<file path="src/rtl/rr_request_encoder_if.sv">
// Request/grant bundle between the requesters, the round-robin encoder and the
// downstream 3-to-8 decoder consumer.
interface rr_request_encoder_if;
    logic r1;
    logic r2;
    logic r3;
    logic r4;
    logic r5;
    logic r6;
    logic r7;
    logic ack;
    logic x;
    logic y;
    logic z;
    logic valid;
    logic timeout;

    modport master (
        output r1, r2, r3, r4, r5, r6, r7, ack,
        input  x, y, z, valid, timeout
    );

    modport slave (
        input  r1, r2, r3, r4, r5, r6, r7, ack,
        output x, y, z, valid, timeout
    );
endinterface

</file>
<file path="src/rtl/rr_request_encoder.sv">
// Round-robin arbiter over seven request lines; presents the winner as a held
// 3-bit code (000 = no grant) under a valid/ack handshake with a timeout.
module rr_request_encoder #(
    parameter int TIMEOUT = 15
) (
    input  logic                 clk,
    input  logic                 rst,
    rr_request_encoder_if.slave  bus
);

    typedef enum logic [0:0] {
        IDLE  = 1'b0,
        GRANT = 1'b1
    } state_t;

    localparam logic [7:0] CNT_LAST = 8'(TIMEOUT - 1);

    state_t      state_r;
    state_t      state_s;
    logic [2:0]  last_r;
    logic [2:0]  last_s;
    logic [7:0]  cnt_r;
    logic [7:0]  cnt_s;
    logic [2:0]  code_r;
    logic [2:0]  code_s;
    logic        valid_r;
    logic        valid_s;
    logic        timeout_r;
    logic        timeout_s;
    logic [7:1]  req_s;
    logic [2:0]  winner_s;

    // Scan from the far end of the rotation back towards last+1 so the
    // nearest requester after the pointer is the one left standing.
    function automatic logic [2:0] rr_pick(input logic [7:1] req, input logic [2:0] last);
        logic [3:0] cand;
        logic [2:0] pick;
        pick = 3'd0;
        for (int off = 7; off >= 1; off--) begin
            cand = {1'b0, last} + 4'(off);
            cand = (cand > 4'd7) ? (cand - 4'd7) : cand;
            pick = req[cand[2:0]] ? cand[2:0] : pick;
        end
        return pick;
    endfunction

    assign req_s    = {bus.r7, bus.r6, bus.r5, bus.r4, bus.r3, bus.r2, bus.r1};
    assign winner_s = rr_pick(req_s, last_r);

    // Next-state and next-output logic for the IDLE/GRANT handshake.
    always_comb begin
        state_s   = state_r;
        last_s    = last_r;
        cnt_s     = cnt_r;
        code_s    = code_r;
        valid_s   = valid_r;
        timeout_s = 1'b0;
        case (state_r)
            IDLE: begin
                if (|req_s) begin
                    code_s  = winner_s;
                    valid_s = 1'b1;
                    cnt_s   = 8'd0;
                    state_s = GRANT;
                end else begin
                    code_s  = 3'd0;
                    valid_s = 1'b0;
                end
            end
            GRANT: begin
                // The stalled requester still loses its turn on a timeout.
                if (bus.ack) begin
                    last_s  = code_r;
                    code_s  = 3'd0;
                    valid_s = 1'b0;
                    state_s = IDLE;
                end else if (cnt_r == CNT_LAST) begin
                    last_s    = code_r;
                    code_s    = 3'd0;
                    valid_s   = 1'b0;
                    timeout_s = 1'b1;
                    state_s   = IDLE;
                end else begin
                    cnt_s = cnt_r + 8'd1;
                end
            end
            default: begin
                state_s = IDLE;
                code_s  = 3'd0;
                valid_s = 1'b0;
                cnt_s   = 8'd0;
                last_s  = 3'd7;
            end
        endcase
    end

    // State, pointer, counter and registered outputs.
    always_ff @(posedge clk or posedge rst) begin
        if (rst) begin
            state_r   <= IDLE;
            last_r    <= 3'd7;
            cnt_r     <= 8'd0;
            code_r    <= 3'd0;
            valid_r   <= 1'b0;
            timeout_r <= 1'b0;
        end else begin
            state_r   <= state_s;
            last_r    <= last_s;
            cnt_r     <= cnt_s;
            code_r    <= code_s;
            valid_r   <= valid_s;
            timeout_r <= timeout_s;
        end
    end

    assign bus.x       = code_r[2];
    assign bus.y       = code_r[1];
    assign bus.z       = code_r[0];
    assign bus.valid   = valid_r;
    assign bus.timeout = timeout_r;

endmodule

</file>
<file path="src/flat_wrapper.sv">
// flat-port wrapper written by rule: the top's interface ports become plain ports
module rr_request_encoder_flat 
#(
    parameter int TIMEOUT = 15
)
  (clk, rst, bus_r1, bus_r2, bus_r3, bus_r4, bus_r5, bus_r6, bus_r7, bus_ack, bus_x, bus_y, bus_z, bus_valid, bus_timeout);
  rr_request_encoder_if bus_i ();
  input  logic clk;
  input  logic rst;
  input wire logic [$bits(bus_i.r1)-1:0] bus_r1;
  input wire logic [$bits(bus_i.r2)-1:0] bus_r2;
  input wire logic [$bits(bus_i.r3)-1:0] bus_r3;
  input wire logic [$bits(bus_i.r4)-1:0] bus_r4;
  input wire logic [$bits(bus_i.r5)-1:0] bus_r5;
  input wire logic [$bits(bus_i.r6)-1:0] bus_r6;
  input wire logic [$bits(bus_i.r7)-1:0] bus_r7;
  input wire logic [$bits(bus_i.ack)-1:0] bus_ack;
  output wire logic [$bits(bus_i.x)-1:0] bus_x;
  output wire logic [$bits(bus_i.y)-1:0] bus_y;
  output wire logic [$bits(bus_i.z)-1:0] bus_z;
  output wire logic [$bits(bus_i.valid)-1:0] bus_valid;
  output wire logic [$bits(bus_i.timeout)-1:0] bus_timeout;
  assign bus_i.r1 = bus_r1;
  assign bus_i.r2 = bus_r2;
  assign bus_i.r3 = bus_r3;
  assign bus_i.r4 = bus_r4;
  assign bus_i.r5 = bus_r5;
  assign bus_i.r6 = bus_r6;
  assign bus_i.r7 = bus_r7;
  assign bus_i.ack = bus_ack;
  assign bus_x = bus_i.x;
  assign bus_y = bus_i.y;
  assign bus_z = bus_i.z;
  assign bus_valid = bus_i.valid;
  assign bus_timeout = bus_i.timeout;
  rr_request_encoder #(.TIMEOUT(TIMEOUT)) u_core (.clk(clk), .rst(rst), .bus(bus_i));
endmodule
</file>
<file path="config.mk">
export PLATFORM = sky130hd
export DESIGN_NAME = rr_request_encoder_flat
export DESIGN_NICKNAME = d
export VERILOG_FILES = /design/src/rtl/rr_request_encoder_if.sv /design/src/rtl/rr_request_encoder.sv /design/src/flat_wrapper.sv
export SDC_FILE = /design/constraint.sdc
export NUM_CORES = 1
export LEC_CHECK = 0
export ABC_AREA = 0
export BUFFER_PORTS_ARGS = -buffer_cell sky130_fd_sc_hd__clkbuf_2
export CAP_MARGIN = 30
export CORE_AREA = 3 3 63 65
export CTS_BUF_LIST = sky130_fd_sc_hd__clkbuf_4 sky130_fd_sc_hd__clkbuf_8
export CTS_CLUSTER_DIAMETER = 40
export CTS_CLUSTER_SIZE = 12
export DETAILED_ROUTE_END_ITERATION = 7
export DIE_AREA = 0 0 66 68
export PLACE_DENSITY = 0.81
export SETUP_SLACK_MARGIN = 0.5
export SLEW_MARGIN = 5
export SYNTH_ARGS = -nofsm -noshare
export SYNTH_HDL_FRONTEND = slang
export SYNTH_SLANG_ARGS = --single-unit
</file>
<file path="constraint.sdc">
create_clock -name clk -period 4 [get_ports clk]
set_input_delay 0.6 -clock clk [delete_from_list [all_inputs] [get_ports clk]]
set_output_delay 0.6 -clock clk [all_outputs]
set_load 0.01 [all_outputs]
</file>
Word level (Yosys, flattened, before mapping)
Index checks and enable logic that the tools add are counted.
- bits in registers: 17
- input port bits: 10
- output and inout port bits: 5
- word-level logic and storage cells: 93
- $add $sub $neg: 15
- $lt $le $gt $ge: 14
- equal/unequal tests: 5
- multiplexer cells: 48
- bitwise operators: 1
- reduce and logical (&&, ||, !) cells: 4
- operators by type and width (cell ; count):
    3-bit 2-to-1 mux ; 19
    4-bit by 3-bit > comparator with 1-bit output, second input constant ; 7
    3-bit by 4-bit less-than comparator with 1-bit output, second input constant ; 7
    8-bit 2-to-1 mux ; 3
    1-bit binary-select mux with 3-bit select ; 7
    3-bit subtractor, second input constant ; 7
    3-bit by 3-bit adder with 4-bit output, second input constant ; 4
    8-bit case mux with 2 select lines ; 1
    1-bit 2-to-1 mux ; 15
    3-bit by 2-bit adder with 4-bit output, second input constant ; 2
    8-bit by 1-bit adder with 8-bit output, second input constant ; 1
    8-bit by 4-bit == test with 1-bit output, second input constant ; 1
    7-bit OR reduction ; 1
    3-bit case mux with 2 select lines ; 1
    3-bit by 1-bit adder with 4-bit output, second input constant ; 1
    2-bit != test, second input constant ; 2
    1-bit case mux with 2 select lines ; 2
    3-bit != test, second input constant ; 1
    3-bit AND reduction ; 1
    2-bit by 1-bit != test with 1-bit output, second input constant ; 1
    2-bit AND reduction ; 1
    2-bit nonzero test ; 1
    1-bit inverter ; 1

Depth between registers and ports, before layout
- word-level depth: 14
- mapped depth: 12
- gate-level depth less buffers: 9

Worst setup path after synthesis
Ideal clock, no wire load.
- path type: register -> register
- from: register u_core.last_r[1]
- to: register u_core.code_r[0]
- library setup time: 0.087 ns
- arrival time: 2.866 ns
- data required time: 3.913 ns
- setup slack: 1.047 ns
- cell stages (with the launch flop): 11
- buffers on the path: 2
- period minus slack after synthesis: 2.953 ns
- cell sequence: dfstp_2 > buf_4 > inv_1 > ha_1 > buf_6 > mux2i_1 > mux4_2 > nand2_1 > nand2_1 > a311o_1 > a22oi_1
- cells in the longest elaborated chain, start to end: 14
- elaborated cells on any way between the ends: 51
- classes of those cells: add/sub: 14; order compare: 7; mux: 30
- ends and longest elaborated chain (element ; line ; text):
    start, declared ; rr_request_encoder.sv:20 ; logic [2:0] last_r;
    start signal, assigned ; rr_request_encoder.sv:108 ; last_r <= last_s;
    3-bit by 3-bit adder with 4-bit output ; rr_request_encoder.sv:40 ; cand = {1'b0, last} + 4'(off);
    4-bit by 3-bit > comparator with 1-bit output or 3-bit subtractor (tied branches) ; rr_request_encoder.sv:41 ; cand = (cand > 4'd7) ? (cand - 4'd7) : cand;
    3-bit 2-to-1 mux ; rr_request_encoder.sv:41 ;
    1-bit binary-select mux with 3-bit select ; rr_request_encoder.sv:42 ; pick = req[cand[2:0]] ? cand[2:0] : pick;
    1-bit 2-to-1 mux (not written as such) ; rr_request_encoder.sv:42 ;
    3-bit 2-to-1 mux (6 in series) ; rr_request_encoder.sv:42 ;
    3-bit 2-to-1 mux * ; rr_request_encoder.sv:42 ;
    3-bit 2-to-1 mux * ; rr_request_encoder.sv:60 ; if (|req_s) begin
    3-bit case mux with 2 select lines * ; rr_request_encoder.sv:58 ; case (state_r)
    end signal, assigned ; rr_request_encoder.sv:110 ; code_r <= code_s;
    end, declared ; rr_request_encoder.sv:24 ; logic [2:0] code_r;
Every way passes the cells marked *; elsewhere a longest branch is shown, timed or not. The select of a mux whose other input is x is not followed.
A chain may end at the register's enable or synchronous reset.

Worst setup path after layout
- from: register u_core.last_r[2]
- to: register u_core.code_r[0]
The elaborated chain is that of the path after synthesis.

==> results_dict.tcl <==
set metrics [dict create \
    dr_total_vias 1936 \
    cts_resized 1 \
    grt_pass1_wl_mm 8.65 \
    critPathKind "reg2reg" \
    cp_max_fo 12 \
    cts_made_buffers 3 \
    ys_ff_latch 17 \
    pre_cts_ws_ns 0.482 \
    post_cts_buffers 0 \
    p_leak_nw 0.950 \
    syn_to_final_growth_pct 4.78 \
    detail_route.wl_per_cell_um 17.5 \
    root_buffer "clkbuf_4" \
    start_kind "flip-flop" \
    antenna_found_initial 0 \
    tns_ns 0 \
    hold_buffers 0 \
    die-area_um2 4490 \
    worst_slack_ns 0.702 \
    yosysWarnings 0 \
    wirelength_mm 5.33 \
    synthFlopType "dfrtp_1" \
    grt_usage 0.251 \
    grt_pass1_vias 1833 \
    timing.final.crit_share 0.825 \
    slew_violations 0 \
    netlist_area_um2 2170 \
    yosys.cell_types.count 60 \
    async_reset_ff_frac 1.00 \
    finalCriticalPeriod_ns 3.30 \
    hold_viol 0 \
    drt-vias-per-instance 6.35 \
    die_y_um 68 \
    ys_seq_area_frac 0.197 \
    clkTransAtPathRegs_ns 0.11 \
    syn_nets 272 \
    whs_ns 0.361 \
    grt_max_degree 22 \
    fin_nets 285 \
    gp_congestion 0.900 \
    cpPeakStageDelay_ns 0.70 \
    cts_tree "yes" \
    rsz0062_at_grt "no" \
    synthCells 247 \
    cp_cell_sequence "inv_1, ha_1, and2b_1, mux2i_4, mux4_2, mux2i_1, o21ai_0, o211ai_1, a22oi_1" \
    clk_latency_ns 0.29 \
    cp_slowest_cell "dfstp_2" \
    power.density_nw_per_um2 871 \
    dr.pass1.iters 4 \
    grt-ovfl-total 0 \
    io_pins 15 \
    min_path_type "in2async" \
    drive_above_1_share 0.224 \
    drtIter0Drc 246 \
    maxSlewHeadroom 0.559 \
    status "completed" \
    diodes 0 \
    core_um2 3390 \
    postSynthAreaPerCell_um2 8.80 \
    drcViolationCount 0 \
    clock_sinks 17 \
    layout_commonest_cell "nand2_1" \
    crit_family "multiplexers" \
    fin_worst_skew_ns 0.00572 \
    std_cell_rows 21 \
    synth_enable_flop_cells 0 \
    max-cap-violations 0 \
    ant_nets 0 \
    setup_viol 0 \
    start_util 0.641 \
    max_freq_mhz 303 \
    htreeDepth 1 \
    final_cell_mix "nand2_1, o21ai_0, nor2_1" \
    die_x_um 66 \
    tightest_slew_ns 0.661 \
    critPathRequiredTime_ns 4.17 \
    end_kind "flip-flop" \
    cp.arrival_ns 3.47 \
    dp_hpwl_mm 3.95 \
    cts_buffer_depth 2 \
    ir_worst_vdd_mv 0.501 \
    port-buffer-count 14 \
    timing.critical_path.buf_inv 1 \
]
layer usage:
metal	up-vias	routed length [um]	part of all wire	global-route usage
li1	922	-	-	-
met1	904	2360	0.44	0.350
met2	96	2530	0.47	0.408
met3	14	345	0.065	0.0411
met4	0	96	0.018	0.0635
met5	-	0	0	0
final cells by class:
cell class | instances | area, um^2
timing repair buffer | 16 | 85.1
fill | 272 | 1110
multi-input combinational | 210 | 1630
inverter | 12 | 45.0
tap | 46 | 57.6
sequential | 17 | 429
clock buffer | 3 | 22.5
clock inverter | 1 | 5.00
kinds of logic after synthesis:
| group | Yosys count | synth area share |
|---|---|---|
| AO/OA/AOI/OAI | 52 | 0.164 |
| XOR/XNOR | 14 | 0.0599 |
| adder cells (fa/ha/maj) | 15 | 0.0864 |
| buffers and inverters | 20 | 0.0570 |
| flip-flops | 17 | 0.197 |
| multiplexers | 29 | 0.192 |
| AND/OR/NAND/NOR | 100 | 0.244 |
worst register-to-register path: stages (launching register included):
cell	delay, ns
dfstp_2	0.70
inv_1	0.24
ha_1	0.25
and2b_1	0.24
mux2i_4	0.33
mux4_2	0.56
mux2i_1	0.31
o21ai_0	0.22
o211ai_1	0.22
a22oi_1	0.10
final timing paths:
check                           cells past startpoint                to  slack [ns]             start
worst min-delay path                                2    u_core.state_r        0.36               rst
max in group asynchronous                           2   u_core.cnt_r[4]        3.22               rst
min in group clk                                    2  u_core.bus.valid        0.49  u_core.bus.valid
worst min register to register                      2  u_core.bus.valid        0.49  u_core.bus.valid
worst max register to register                      9  u_core.code_r[0]        0.70  u_core.last_r[2]
worst max-delay path                                9  u_core.code_r[0]        0.70  u_core.last_r[2]
Yosys cell counts, types with 2 or more instances:
cell type,n,area share
a21boi_0,3,0.010
a21o_1,2,0.0069
a21oi_1,7,0.016
a22oi_1,2,0.0069
buf_2,2,0.0046
buf_4,2,0.0069
buf_6,3,0.016
dfrtp_1,14,0.16
dfstp_2,3,0.036
ha_1,15,0.086
inv_1,11,0.019
mux2_2,7,0.036
mux2i_1,12,0.055
mux2i_4,3,0.031
mux4_2,6,0.062
nand2_1,34,0.059
nand2b_1,6,0.017
nand3_1,8,0.018
nand3b_1,3,0.010
nand4_1,2,0.0058
nand4b_1,2,0.0081
nor2_1,16,0.028
nor2_2,2,0.0058
nor2b_1,5,0.014
nor3_1,5,0.012
nor4_1,2,0.0058
o211ai_1,2,0.0069
o21ai_0,17,0.039
o22ai_1,4,0.012
o22ai_2,2,0.012
or2_2,4,0.012
or4b_1,2,0.0092
xnor2_1,8,0.032
xor2_1,5,0.020
metrics by stage:
step / cells / instance area [um^2] / util / total power [mW]
final: 305 / 2280 / 0.672 / 1.98
after CTS: 305 / 2270 / 0.669 / 1.93
after global placement: 301 / 2240 / 0.660 / 1.80
after global routing: 305 / 2280 / 0.672 / 2.13
after detailed placement: 301 / 2240 / 0.660 / 1.83
after floorplan: 247 / 2170 / - / 1.57
report_power, final:
| part | internal (mW) | leakage (nW) | switching, mW | total, mW |
|---|---|---|---|---|
| combinational | 0.714 | 0.717 | 0.873 | 1.59 |
| sequential | 0.231 | 0.216 | 0.0711 | 0.302 |
| clock | 0.0372 | 0.0177 | 0.0568 | 0.0940 |
sequential cells by signal, indices dropped and copies added, names as in the netlist:
name,count
u_core.code_r,3
u_core.bus.valid,1
u_core.last_r,3
u_core.bus.timeout,1
u_core.cnt_r,8
u_core.state_r,1
Power figures use the tool's default switching activity.
